### config.mk
export PLATFORM = sky130hd
export DESIGN_NAME = fp_field_to_int
export DESIGN_NICKNAME = d
export VERILOG_FILES = /design/src/rtl/fp_pkg.sv /design/src/rtl/fp_classify.sv /design/src/rtl/fp_field_to_int.sv
export SDC_FILE = /design/constraint.sdc
export NUM_CORES = 1
export LEC_CHECK = 0
export ABC_AREA = 0
export ABC_CLOCK_PERIOD_IN_PS = 6280
export CAP_MARGIN = 20
export CORE_MARGIN = 8
export CORE_UTILIZATION = 41
export DETAILED_ROUTE_END_ITERATION = 12
export GPL_ROUTABILITY_DRIVEN = 0
export HOLD_SLACK_MARGIN = 0.15
export PLACE_DENSITY = 0.66
export SLEW_MARGIN = 20
export SYNTH_ARGS = -nofsm -noshare
export SYNTH_HDL_FRONTEND = slang
export SYNTH_SLANG_ARGS = --single-unit
### constraint.sdc
create_clock -name clk -period 6.28 [get_ports clk]
set_input_delay 1.57 -clock clk [delete_from_list [all_inputs] [get_ports clk]]
set_output_delay 1.57 -clock clk [all_outputs]
set_load 0.01 [all_outputs]
### src/rtl/fp_pkg.sv
// Shared constants, FSM states and input classes for the float-field to integer converter.
package fp_pkg;

    localparam int EXP_W  = 8;
    localparam int MANT_W = 23;
    localparam int INT_W  = 32;
    localparam int BIAS   = 127;
    localparam int EXP_MAX = 255;

    localparam logic [31:0] INT_MAX = 32'h7FFF_FFFF;
    localparam logic [31:0] INT_MIN = 32'h8000_0000;

    typedef enum logic [1:0] {
        IDLE   = 2'd0,
        SHIFT  = 2'd1,
        NEGATE = 2'd2,
        DONE   = 2'd3
    } state_t;

    typedef enum logic [2:0] {
        CLS_NAN       = 3'd0,
        CLS_INF       = 3'd1,
        CLS_UNDER     = 3'd2,
        CLS_OVER      = 3'd3,
        CLS_EXACT_MIN = 3'd4,
        CLS_NORMAL    = 3'd5
    } cls_t;

endpackage

### src/rtl/fp_classify.sv
// Maps sign/exponent/mantissa fields to a conversion class and the unbiased exponent.
// Latency: purely combinational.
// Backpressure: none; the caller samples the outputs only when it accepts the fields.
module fp_classify
    import fp_pkg::*;
#(
    parameter int EXP_W  = fp_pkg::EXP_W,
    parameter int MANT_W = fp_pkg::MANT_W,
    parameter int INT_W  = fp_pkg::INT_W,
    parameter int BIAS   = fp_pkg::BIAS
) (
    input  logic                      signbit,
    input  logic [EXP_W-1:0]          exponent,
    input  logic [MANT_W-1:0]         mantissa,
    output cls_t                      cls,
    output logic signed [EXP_W+1:0]   e
);

    localparam logic signed [EXP_W+1:0] E_TOP = (EXP_W+2)'(INT_W - 1);

    assign e = $signed({2'b00, exponent}) - $signed((EXP_W+2)'(BIAS));

    always_comb begin
        cls = CLS_NORMAL;
        if (exponent == EXP_W'(EXP_MAX)) begin
            cls = (mantissa != '0) ? CLS_NAN : CLS_INF;
        end else if (e < $signed((EXP_W+2)'(0))) begin
            cls = CLS_UNDER;
        end else if (e >= E_TOP) begin
            // -2^31 is the one value at e==31 that still fits
            if (signbit && (e == E_TOP) && (mantissa == '0))
                cls = CLS_EXACT_MIN;
            else
                cls = CLS_OVER;
        end
    end

endmodule

### src/rtl/fp_field_to_int.sv
// Converts split single-precision fields to a truncated 32-bit integer with invalid/inexact flags.
// Latency: 1 cycle for special cases, 2+|e-23| cycles on the normal path (one shift per cycle).
// Backpressure: one conversion in flight; in_ready only in IDLE, result held until out_ready.
module fp_field_to_int
    import fp_pkg::*;
#(
    parameter int EXP_W  = fp_pkg::EXP_W,
    parameter int MANT_W = fp_pkg::MANT_W,
    parameter int INT_W  = fp_pkg::INT_W,
    parameter int BIAS   = fp_pkg::BIAS
) (
    input  logic              clk,
    input  logic              reset,
    input  logic              in_valid,
    output logic              in_ready,
    input  logic              signbit,
    input  logic [EXP_W-1:0]  exponent,
    input  logic [MANT_W-1:0] mantissa,
    output logic              out_valid,
    input  logic              out_ready,
    output logic [INT_W-1:0]  out_int,
    output logic              out_invalid,
    output logic              out_inexact
);

    localparam int CNT_W = $clog2(MANT_W + 1);
    localparam logic signed [EXP_W+1:0] E_MANT = (EXP_W+2)'(MANT_W);

    state_t                  state;
    cls_t                    cls;
    logic signed [EXP_W+1:0] e;
    logic [CNT_W-1:0]        e_lo;
    logic                    left_c;
    logic [CNT_W-1:0]        cnt_c;
    logic [INT_W-1:0]        mag;
    logic [CNT_W-1:0]        count;
    logic                    shift_left;
    logic                    sign_r;

    fp_classify #(
        .EXP_W  (EXP_W),
        .MANT_W (MANT_W),
        .INT_W  (INT_W),
        .BIAS   (BIAS)
    ) u_classify (
        .signbit  (signbit),
        .exponent (exponent),
        .mantissa (mantissa),
        .cls      (cls),
        .e        (e)
    );

    // Only meaningful for the normal class, where 0 <= e <= INT_W-2
    assign e_lo   = e[CNT_W-1:0];
    assign left_c = (e > E_MANT);
    assign cnt_c  = left_c ? (e_lo - CNT_W'(MANT_W)) : (CNT_W'(MANT_W) - e_lo);

    assign in_ready = (state == IDLE);

    always_ff @(posedge clk) begin
        if (reset) begin
            state       <= IDLE;
            out_valid   <= 1'b0;
            out_int     <= '0;
            out_invalid <= 1'b0;
            out_inexact <= 1'b0;
            mag         <= '0;
            count       <= '0;
            shift_left  <= 1'b0;
            sign_r      <= 1'b0;
        end else begin
            case (state)
                IDLE: begin
                    if (in_valid) begin
                        sign_r      <= signbit;
                        out_int     <= '0;
                        out_invalid <= 1'b0;
                        out_inexact <= 1'b0;
                        case (cls)
                            CLS_NAN: begin
                                out_invalid <= 1'b1;
                                out_valid   <= 1'b1;
                                state       <= DONE;
                            end
                            CLS_INF, CLS_OVER: begin
                                out_int     <= signbit ? INT_W'(INT_MIN) : INT_W'(INT_MAX);
                                out_invalid <= 1'b1;
                                out_valid   <= 1'b1;
                                state       <= DONE;
                            end
                            CLS_EXACT_MIN: begin
                                out_int   <= INT_W'(INT_MIN);
                                out_valid <= 1'b1;
                                state     <= DONE;
                            end
                            CLS_UNDER: begin
                                out_inexact <= (exponent != '0) || (mantissa != '0);
                                out_valid   <= 1'b1;
                                state       <= DONE;
                            end
                            default: begin
                                mag        <= {{(INT_W-MANT_W-1){1'b0}}, 1'b1, mantissa};
                                count      <= cnt_c;
                                shift_left <= left_c;
                                state      <= (cnt_c != '0) ? SHIFT : NEGATE;
                            end
                        endcase
                    end
                end
                SHIFT: begin
                    if (shift_left) begin
                        mag <= mag << 1;
                    end else begin
                        mag         <= mag >> 1;
                        out_inexact <= out_inexact | mag[0];
                    end
                    count <= count - 1'b1;
                    if (count == CNT_W'(1))
                        state <= NEGATE;
                end
                NEGATE: begin
                    out_int   <= sign_r ? (~mag + 1'b1) : mag;
                    out_valid <= 1'b1;
                    state     <= DONE;
                end
                default: begin
                    if (out_ready) begin
                        out_valid <= 1'b0;
                        state     <= IDLE;
                    end
                end
            endcase
        end
    end

endmodule

==> impl_metrics.tcl, run 1 <==
set metrics [dict create \
    final_area_sq_um 5900 \
    ys.warnings.count 0 \
    stdcell_count 815 \
    startpoint_type "input port" \
    p_per_area_nw_per_um2 444 \
    ctsHoldBuffers 0 \
    p_leak_nw 2.08 \
    end_kind "register" \
    yosysMostFrequentCell "nor2_1" \
    grt_overflow 0 \
    grt_pass1_vias 4407 \
    setup_viol 0 \
    htree_num_levels 3 \
    postSynthCellCount 631 \
    ir_drop_mv 0.228 \
    insertion_delay_ns 0.34 \
    crit_required_ns 6.53 \
    path_max_fanout 18 \
    critPathMaxStageDelay_ns 0.76 \
    synthArstFlopShare 0 \
    cts_sinks 76 \
    portBuffers 71 \
    ant_nets 0 \
    core_sq_um 11500 \
    antenna_cells 0 \
    synth_common_cells "nor2_1, dfxtp_1, a21oi_1, clkbuf_1, a211oi_1" \
    critPathTopFamily "simple AND/OR/NAND/NOR gates" \
    drive_gt1_frac 0.0685 \
    ys_types 57 \
    reg2reg_slack_ns 3.53 \
    dieArea_sq_um 15500 \
    wl_um 13300 \
    synth-edff-count 0 \
    io_pins 72 \
    maxCapViolations 0 \
    firstDrtPassIters 5 \
    avgSynthCellArea_sq_um 7.68 \
    cts_max_path_buffers 2 \
    grt_max_degree 73 \
    slowest_stage "and4b_1" \
    rows 39 \
    placed_area_sq_um 5590 \
    path_class "in2reg" \
    setup_tns_ns 0 \
    fmax_mhz 206 \
    synth-seq-cells 76 \
    cts-buffers-inserted 9 \
    cts-root-buf "clkbuf_16" \
    drc 0 \
    hold_class "reg2reg" \
    cts_tree "done" \
    outcome "finished, final reports clean" \
    antenna_found_initial 0 \
    synthFlopType "dfxtp_1" \
    grt_first_pass_wirelength_um 22200 \
    die_w_um 125 \
    cts-resized-gates 0 \
    crit_buf_inv 1 \
    dieHeight_um 125 \
    cts_setup_buffers 0 \
    synth.area.top_cells "dfxtp_1, nor2_1, a21oi_1" \
    dp.cells 799 \
    period_share 0.775 \
    relSlewSlack 0.316 \
    grt.total_usage 0.167 \
    cts.clk_slew.worst_paths_ns 0.07 \
    wl_per_cell_um 16.4 \
    area_growth_pct 21.8 \
    nNetsFinal 715 \
    worst-slew-pin-transition_ns 1.01 \
    syn_nets 679 \
    yosysTopAreaCellShare 0.314 \
    synthesis.area_sq_um 4840 \
    synth-seq-area-share 0.314 \
    dp_hpwl_um 9610 \
    hold_viol 0 \
    clock_skew_ns 0.0130 \
    slew_violations 0 \
    rsz0062_at_grt "false" \
    drtIter0Drc 451 \
    worstPathArrival_ns 5.11 \
    yosysTopAreaCell "dfxtp_1" \
    start_util 0.422 \
    worstPathCellList "clkdlybuf4s50_1 -> ha_1 -> nand3_1 -> mux2i_1 -> o211ai_1 -> and4b_1 -> nand2b_1 -> a21oi_1 -> nor3_1" \
    via_per_inst 5.76 \
    via_count 4693 \
    period_minus_slack_ns 4.86 \
]
## path summary, 6_finish.rpt
kind                            cells after the start                     start                  endpoint
worst max-delay path                                9               exponent[0]  out_int[27]$_SDFFE_PP0P_
worst min-delay path                                2  out_invalid$_SDFFE_PP0P_  out_invalid$_SDFFE_PP0P_
worst max register to register                      8     state[0]$_SDFFE_PP0P_  out_int[27]$_SDFFE_PP0P_
worst min register to register                      2  out_invalid$_SDFFE_PP0P_  out_invalid$_SDFFE_PP0P_
## state kept, by name, indices dropped and copies added, names as in the netlist
signal	count
count	5
mag	32
out_inexact	1
out_int	32
out_invalid	1
out_valid	1
shift_left	1
sign_r	1
state	2
## through the flow
step | total power, mW | hold WS (ns) | worst slack [ns] | util
floorplan | 1.65 | 0.445 | 2.54 | -
global placement | 2.06 | 0.453 | 1.31 | 0.488
finish | 2.62 | 0.467 | 1.42 | 0.514
detailed placement | 2.09 | 0.451 | 1.17 | 0.488
global route | 2.81 | 0.481 | 1.08 | 0.514
CTS | 2.62 | 0.463 | 1.45 | 0.514
## routing by layer
metal / part of all wire / vias up / global-route usage / routed length [um]
met1: 0.49 / 2191 / 0.219 / 6540
met4: 0.015 / 0 / 0.0609 / 203
met2: 0.44 / 143 / 0.258 / 5810
li1: - / 2343 / - / -
met3: 0.059 / 16 / 0.0443 / 788
met5: 0 / - / 0 / 0
## placed cells by master, fill, tap and decap left out, types with 5 or more instances in the layout
| cell | Yosys | routed |
|---|---|---|
| a211oi_1 | 41 | 41 |
| a21oi_1 | 63 | 63 |
| ha_1 | 12 | 10 |
| xnor2_1 | 30 | 30 |
| nor4_1 | 11 | 11 |
| mux2_2 | 6 | 6 |
| clkbuf_16 | 0 | 9 |
| nand3_1 | 15 | 15 |
| clkdlybuf4s50_1 | 0 | 70 |
| inv_1 | 18 | 18 |
| nor3_1 | 38 | 38 |
| buf_4 | 0 | 6 |
| o21ai_0 | 32 | 32 |
| dfxtp_1 | 76 | 75 |
| nor2b_1 | 7 | 7 |
| o41ai_1 | 5 | 5 |
| nor2_1 | 97 | 96 |
| mux2i_1 | 26 | 26 |
| nand2_1 | 34 | 34 |
## report_power, final
group	switching (mW)	leakage (nW)	internal, mW	total [mW]
combinational	0.781	1.31	0.563	1.34
clock	0.209	0.146	0.320	0.529
sequential	0.134	0.622	0.609	0.743
## tightest hold or removal path, cell delays in order (launching register included)
cell and delay [ns]:
dfxtp_1 0.32, nand2_1 0.05, a21oi_1 0.05
## logic make-up after synthesis
family / after synthesis / share of synthesized area
AOI/OAI and AO/OA: 178 / 0.245
xor gates and xnor gates: 33 / 0.0597
buffers and inverters: 70 / 0.0566
and+or+nand+nor: 230 / 0.226
DFF: 76 / 0.314
muxes: 32 / 0.0677
adders and majority gates: 12 / 0.0310
## final cells by class
class | instances | area, sq um
Timing Repair Buffer | 77 | 751
Inverter | 18 | 67.6
Multi-Input combinational cell | 485 | 3080
Tap cell | 143 | 179
Clock inverter | 5 | 60.1
Clock buffer | 11 | 243
Fill cell | 1115 | 5570
Sequential cell | 76 | 1520
Note: power is estimated with default switching activity, not from simulation.
==> run 2, diff against run 1 <==
--- a/config.mk
+++ b/config.mk
@@ -6,7 +6,7 @@
 export NUM_CORES = 1
 export LEC_CHECK = 0
 export ABC_AREA = 0
-export ABC_CLOCK_PERIOD_IN_PS = 6280
+export ABC_CLOCK_PERIOD_IN_PS = 4600
 export CAP_MARGIN = 20
 export CORE_MARGIN = 8
 export CORE_UTILIZATION = 41
==> constraint.sdc (replaced) <==
create_clock -name clk -period 4.6 [get_ports clk]
set_input_delay 1.15 -clock clk [delete_from_list [all_inputs] [get_ports clk]]
set_output_delay 1.15 -clock clk [all_outputs]
set_load 0.01 [all_outputs]
==> run 2 against run 1 <==
  * Sequential power rose by 37%
  * Clock skew fell by 0.0058 ns
  * Register-to-register slack got worse by 1.6 ns
  * Die area did not move
  * Core utilization rose by 0.34 points
  * Sequential share of layout area fell by 0.17 points
  * Power rose by 35%
  * Routed wire length fell by 0.13%
  * Clock power rose by 29%
  * Final area rose by 0.66%
  * Clock-buffer cell count rose by 1
  * Critical endpoint is now out_int[28]$_SDFFE_PP0P_
==> impl_metrics.tcl, run 2 (synthesis gave the netlist of run 1 again) <==
set metrics [dict create \
    stdcell_count 821 \
    grt_first_pass_wirelength_um 21900 \
    r2r_start "mag[9]$_SDFFE_PP0P_" \
    drtIter0Drc 424 \
    dp_hpwl_um 9790 \
    ant_nets 0 \
    startpoint_type "input port" \
    rows 39 \
    insertion_delay_ns 0.34 \
    worstPathCellList "clkdlybuf4s50_1 -> ha_1 -> and4_1 -> nor4_1 -> buf_4 -> o211ai_1 -> and4b_1 -> nand2b_1 -> a21oi_1 -> nor3_1" \
    grt.total_usage 0.167 \
    hold_start "out_invalid$_SDFFE_PP0P_" \
    htree_num_levels 3 \
    worst-slew-pin-transition_ns 0.931 \
    slowest_stage "clkdlybuf4s50_1" \
    grt_max_degree 57 \
    fin_util 0.518 \
    grt_pass1_vias 4398 \
    cts_max_path_buffers 2 \
    clock_skew_ns 0.00721 \
    portBuffers 71 \
    firstDrtPassIters 5 \
    relSlewSlack 0.371 \
    dieHeight_um 125 \
    start_util 0.422 \
    p_leak_nw 2.11 \
    path_class "in2reg" \
    crit_path_start "exponent[1]" \
    final_cell_mix "nor2_1, dfxtp_1, clkdlybuf4s50_1, a21oi_1, a211oi_1" \
    nNetsFinal 721 \
    cts-resized-gates 0 \
    hold_viol 0 \
    critPathTopFamily "simple AND/OR/NAND/NOR gates" \
    critPathMaxStageDelay_ns 0.56 \
    cts-root-buf "clkbuf_16" \
    worstPathArrival_ns 3.97 \
    die_w_um 125 \
    p_per_area_nw_per_um2 596 \
    period_share 0.808 \
    drc 0 \
    io_pins 72 \
    fmax_mhz 269 \
    wl_um 13300 \
    period_minus_slack_ns 3.72 \
    drive_gt1_frac 0.0752 \
    antenna_cells 0 \
    cts.clk_slew.worst_paths_ns 0.06 \
    placed_area_sq_um 5650 \
    final_area_sq_um 5940 \
    via_per_inst 5.79 \
    cts_sinks 76 \
    area_growth_pct 22.6 \
    cts_tree "done" \
    ir_drop_mv 0.283 \
    crit_buf_inv 2 \
    hold_class "reg2reg" \
    final_common_cell "nor2_1" \
    dieArea_sq_um 15500 \
    end_kind "register" \
    maxCapViolations 0 \
    grt_overflow 0 \
    via_count 4757 \
    slew_violations 0 \
    ctsHoldBuffers 0 \
    reg.largest.list "mag: 32 flops, out_int: 32 flops, count: 5 flops" \
    path_max_fanout 14 \
    cts-buffers-inserted 9 \
    rsz0062_at_grt "false" \
    outcome "finished, final reports clean" \
    crit_required_ns 4.85 \
    wl_per_cell_um 16.2 \
    core_sq_um 11500 \
    cts_setup_buffers 0 \
    setup_viol 0 \
    antenna_found_initial 0 \
    setup_tns_ns 0 \
    dp.cells 805 \
]
-- run 2: changes by cell type in the layout (fill, tap and decap cells not counted) --
cell       change
clkbuf_8       +2
ha_1           +1
inv_6          -1
nor2_2         -1
bufinv_16      -1
clkinv_2       +2
clkinv_4       -1
buf_12         +1
clkbuf_1       -1
nor2_1         +1
buf_4          +5
ha_2           -1
-- run 2: stage by stage --
stage / hold WS (ns) / worst slack [ns] / power (mW)
after floorplan: 0.445 / 1.28 / 2.26
after global placement: 0.450 / 0.734 / 2.82
after detailed placement: 0.450 / 0.565 / 2.87
after CTS: 0.471 / 0.898 / 3.55
after global routing: 0.509 / 0.661 / 3.82
final: 0.472 / 0.882 / 3.54
-- run 2: metal layers --
metal,share of wire,GRT usage
met2,0.43,0.252
met5,0,0
met3,0.055,0.0383
met4,0.019,0.0645
met1,0.49,0.223
-- run 2: final cells by class --
type | count | area (sq um)
fill | 1115 | 5530
multi-input combinational | 485 | 3070
sequential | 76 | 1520
timing repair buffer | 83 | 808
clock buffer | 12 | 267
tap | 143 | 179
inverter | 18 | 67.6
clock inverter | 4 | 22.5
-- run 2: final timing paths --
check | slack, ns | cells after the start | endpoint
min reg2reg | 0.47 | 2 | out_invalid$_SDFFE_PP0P_
max reg2reg | 1.93 | 7 | out_int[23]$_SDFFE_PP0P_
min | 0.47 | 2 | out_invalid$_SDFFE_PP0P_
max | 0.88 | 10 | out_int[28]$_SDFFE_PP0P_
-- run 2: worst reg2reg max path: stages (launching register included) --
cell and delay (ns):
dfxtp_1 0.40, or4_4 0.59, or4_4 0.48, or3_4 0.43, o31ai_2 0.26, xnor2_1 0.16
a21oi_1 0.09, nor3_1 0.18
-- run 2: power breakdown --
group | total (mW) | switching, mW | leakage, nW | internal [mW]
sequential | 1.02 | 0.185 | 0.622 | 0.832
clock | 0.680 | 0.274 | 0.144 | 0.406
combinational | 1.84 | 1.06 | 1.35 | 0.787
==> variant: new RTL, settings of run 2 <==
The 4 states of `state_t` get a one-hot encoding in 4 bits.
--- a/src/rtl/fp_pkg.sv
+++ b/src/rtl/fp_pkg.sv
@@ -10,11 +10,11 @@
     localparam logic [31:0] INT_MAX = 32'h7FFF_FFFF;
     localparam logic [31:0] INT_MIN = 32'h8000_0000;
 
-    typedef enum logic [1:0] {
-        IDLE   = 2'd0,
-        SHIFT  = 2'd1,
-        NEGATE = 2'd2,
-        DONE   = 2'd3
+    typedef enum logic [3:0] {
+        IDLE   = 4'b0001,
+        SHIFT  = 4'b0010,
+        NEGATE = 4'b0100,
+        DONE   = 4'b1000
     } state_t;
 
     typedef enum logic [2:0] {
Behaviour: no difference found for any inputs over 4 cycles, from zero or initial values and one cycle with reset high; so few cycles prove little.
==> variant against run 2 <==
- sequential share of layout area rose by 1.4 points
- setup slack improved by 0.18 ns
- final cell count fell by 3.4%
- via count fell by 1.8%
- die area fell by 1.7%
- count of clock-buffer cells in the layout fell by 3
- sequential cell count rose by 2
- final area fell by 2.7%
- area after synthesis fell by 1.9%
- core utilization fell by 0.98 points
- routed wire length rose by 3.1%
- highest routed layer unchanged
Power is not compared: it rests on default switching activity, and its combinational part moved more than twofold at a synthesized area within 25%.
==> variant: results (changes against run 2) <==
.. list-table::
   :header-rows: 1

   * - Metric
     - Value
   * - Skew final
     - 0.00827 ns (+0.00107 ns)
   * - Outcome
     - complete, no violations
   * - Tot GR Track Use
     - 17.9% (+1.2 points)
   * - Fraction of met3 tracks used by global routing
     - 4.31% (+0.48 points)
   * - Number of nets in the synthesized netlist
     - 649 (-4.4%)
   * - Port Buffer Count
     - 71 (unchanged)
   * - Worst min-delay path category
     - reg2reg
   * - Wire length of the first global-routing pass
     - 22000 um (+0.44%)
   * - Clock network latency to the later pin of the worst-skew pair
     - 0.34 ns (about the same)
   * - Kind of cell with the highest combined delay on the critical path
     - compound AO/OA/AOI/OAI gates
   * - Fraction of final layout cells sized beyond drive strength 1
     - 6.15% (-1.4 points)
   * - Reg2Reg Launch Point
     - mag[8]
   * - Via count of the first global-routing pass
     - 4279 (-2.7%)
   * - Beginning of the worst hold path
     - out_invalid
   * - Largest net degree at the start of global routing
     - 52 (-8.8%)
   * - Regs by FF count
     - mag x32, out_int x32, count x5
   * - Final Routed Wirelength
     - 13700 um (+3.1%)
   * - Number of setup buffers added after CTS
     - 0 (unchanged)
   * - Count of warnings emitted by yosys
     - 0 (unchanged)
   * - Nets@finish
     - 689 (-4.4%)
   * - Most numerous cell types in the synthesized netlist
     - 78 x dfxtp_1, 69 x nand2_1, 60 x nor2_1, 51 x a21oi_1, 36 x clkbuf_1
   * - Sequential-to-total area share from yosys stat
     - 32.9% (+1.5 points)
   * - Iter 0 DRT Violations
     - 390 (-8.0%)
   * - Number of unique standard cell types used by synthesis
     - 65 (+14%)
   * - Worst setup slack before clock tree synthesis
     - 0.745 ns (+0.180 ns)
   * - Arrival time reported for the critical path endpoint
     - 3.79 ns (-0.18 ns)
   * - Capturing element of the worst setup path
     - out_int[13]
   * - Largest cells by area after synthesis
     - dfxtp_1 33%, mux2i_1 6.7%, nand2_1 5.5%
   * - Worst setup path startpoint
     - exponent[0]
   * - Endpoint of the lowest-slack register-to-register path
     - out_int[31]
   * - Largest vdd supply drop
     - 263 uV
   * - M1 GR Usage
     - 23.7% (+1.4 points)
   * - Maximum operating frequency
     - 283 MHz (+5.2%)
   * - Largest driver fanout on the critical path
     - 29 (+15)
   * - Worst R2R Path Depth
     - 6 (-1)
   * - Router iterations before antenna repair
     - 5 (unchanged)
   * - Per-cell via count in the routed design
     - 5.89 (+1.7%)
   * - FFs w/ async S/R, synth
     - 0% (unchanged)
   * - Cts repair resizes
     - 0 (unchanged)
   * - HPWL after detailed placement
     - 9810 um (+0.29%)
   * - Register-to-register setup slack
     - 1.99 ns (+0.06 ns)
   * - Slew HR
     - 34.1% (-3.0 points)
   * - Library cell used as clock root buffer
     - clkbuf_16
   * - Critical path's largest stage delay
     - 0.60 ns (+0.04 ns)
   * - Met2 Usage GRT
     - 28.3% (+3.1 points)
## variant: cell types whose count changed after synthesis, moves of 12 or more
cell	before	now
a211oi_1	41	10
a21oi_1	63	51
nand2_1	34	69
nor2_1	97	60
nor3_1	38	16
o211ai_1	2	25
o22ai_1	1	23
## variant: worst register-to-register path: stages (launching register included)
cell      delay (ns)
dfxtp_1         0.40
nor3_1          0.46
nand4_1         0.60
or2_0           0.41
o41ai_1         0.23
o21ai_0         0.15
a311oi_1        0.27
## variant: layout make-up
| class | instances | area [um^2] |
|---|---|---|
| well taps | 143 | 179 |
| flip-flops and latches | 78 | 1560 |
| clock buffers | 9 | 225 |
| inverters | 9 | 33.8 |
| multi-input cells | 470 | 2950 |
| clock inverters | 6 | 62.6 |
| repair buffers | 78 | 758 |
| fillers | 1113 | 5590 |
## variant: cell families after synthesis
group / synth area share (%)
xor gates and xnor gates: 6.27
muxes: 6.98
and+or+nand+nor: 20.9
DFF: 32.9
adders and majority gates: 1.84
buffers and inverters: 5.29
AOI/OAI and AO/OA: 25.8
## variant: per-layer routing
| layer | routed length, um | up-vias |
|---|---|---|
| met4 | 198 | 0 |
| met3 | 995 | 15 |
| li1 | - | 2290 |
| met5 | 0 | - |
| met2 | 6340 | 143 |
| met1 | 6200 | 2223 |
## variant: report_power, final
part	switching, uW	internal, uW	leakage (uW)
clock network	281	417	0.000145
registers	63.8	746	0.000637
logic	280	256	0.00117
## variant: per-stage QoR
| step | cells | hold WS [ns] | cell area, um^2 | util, % |
|---|---|---|---|---|
| finish | 793 | 0.455 | 5780 | 50.8 |
| global route | 793 | 0.475 | 5780 | 50.8 |
| CTS | 793 | 0.459 | 5780 | 50.8 |
| detailed placement | 778 | 0.451 | 5490 | 48.3 |
| global placement | 778 | 0.449 | 5490 | 48.3 |
| floorplan | 606 | 0.476 | 4750 | - |
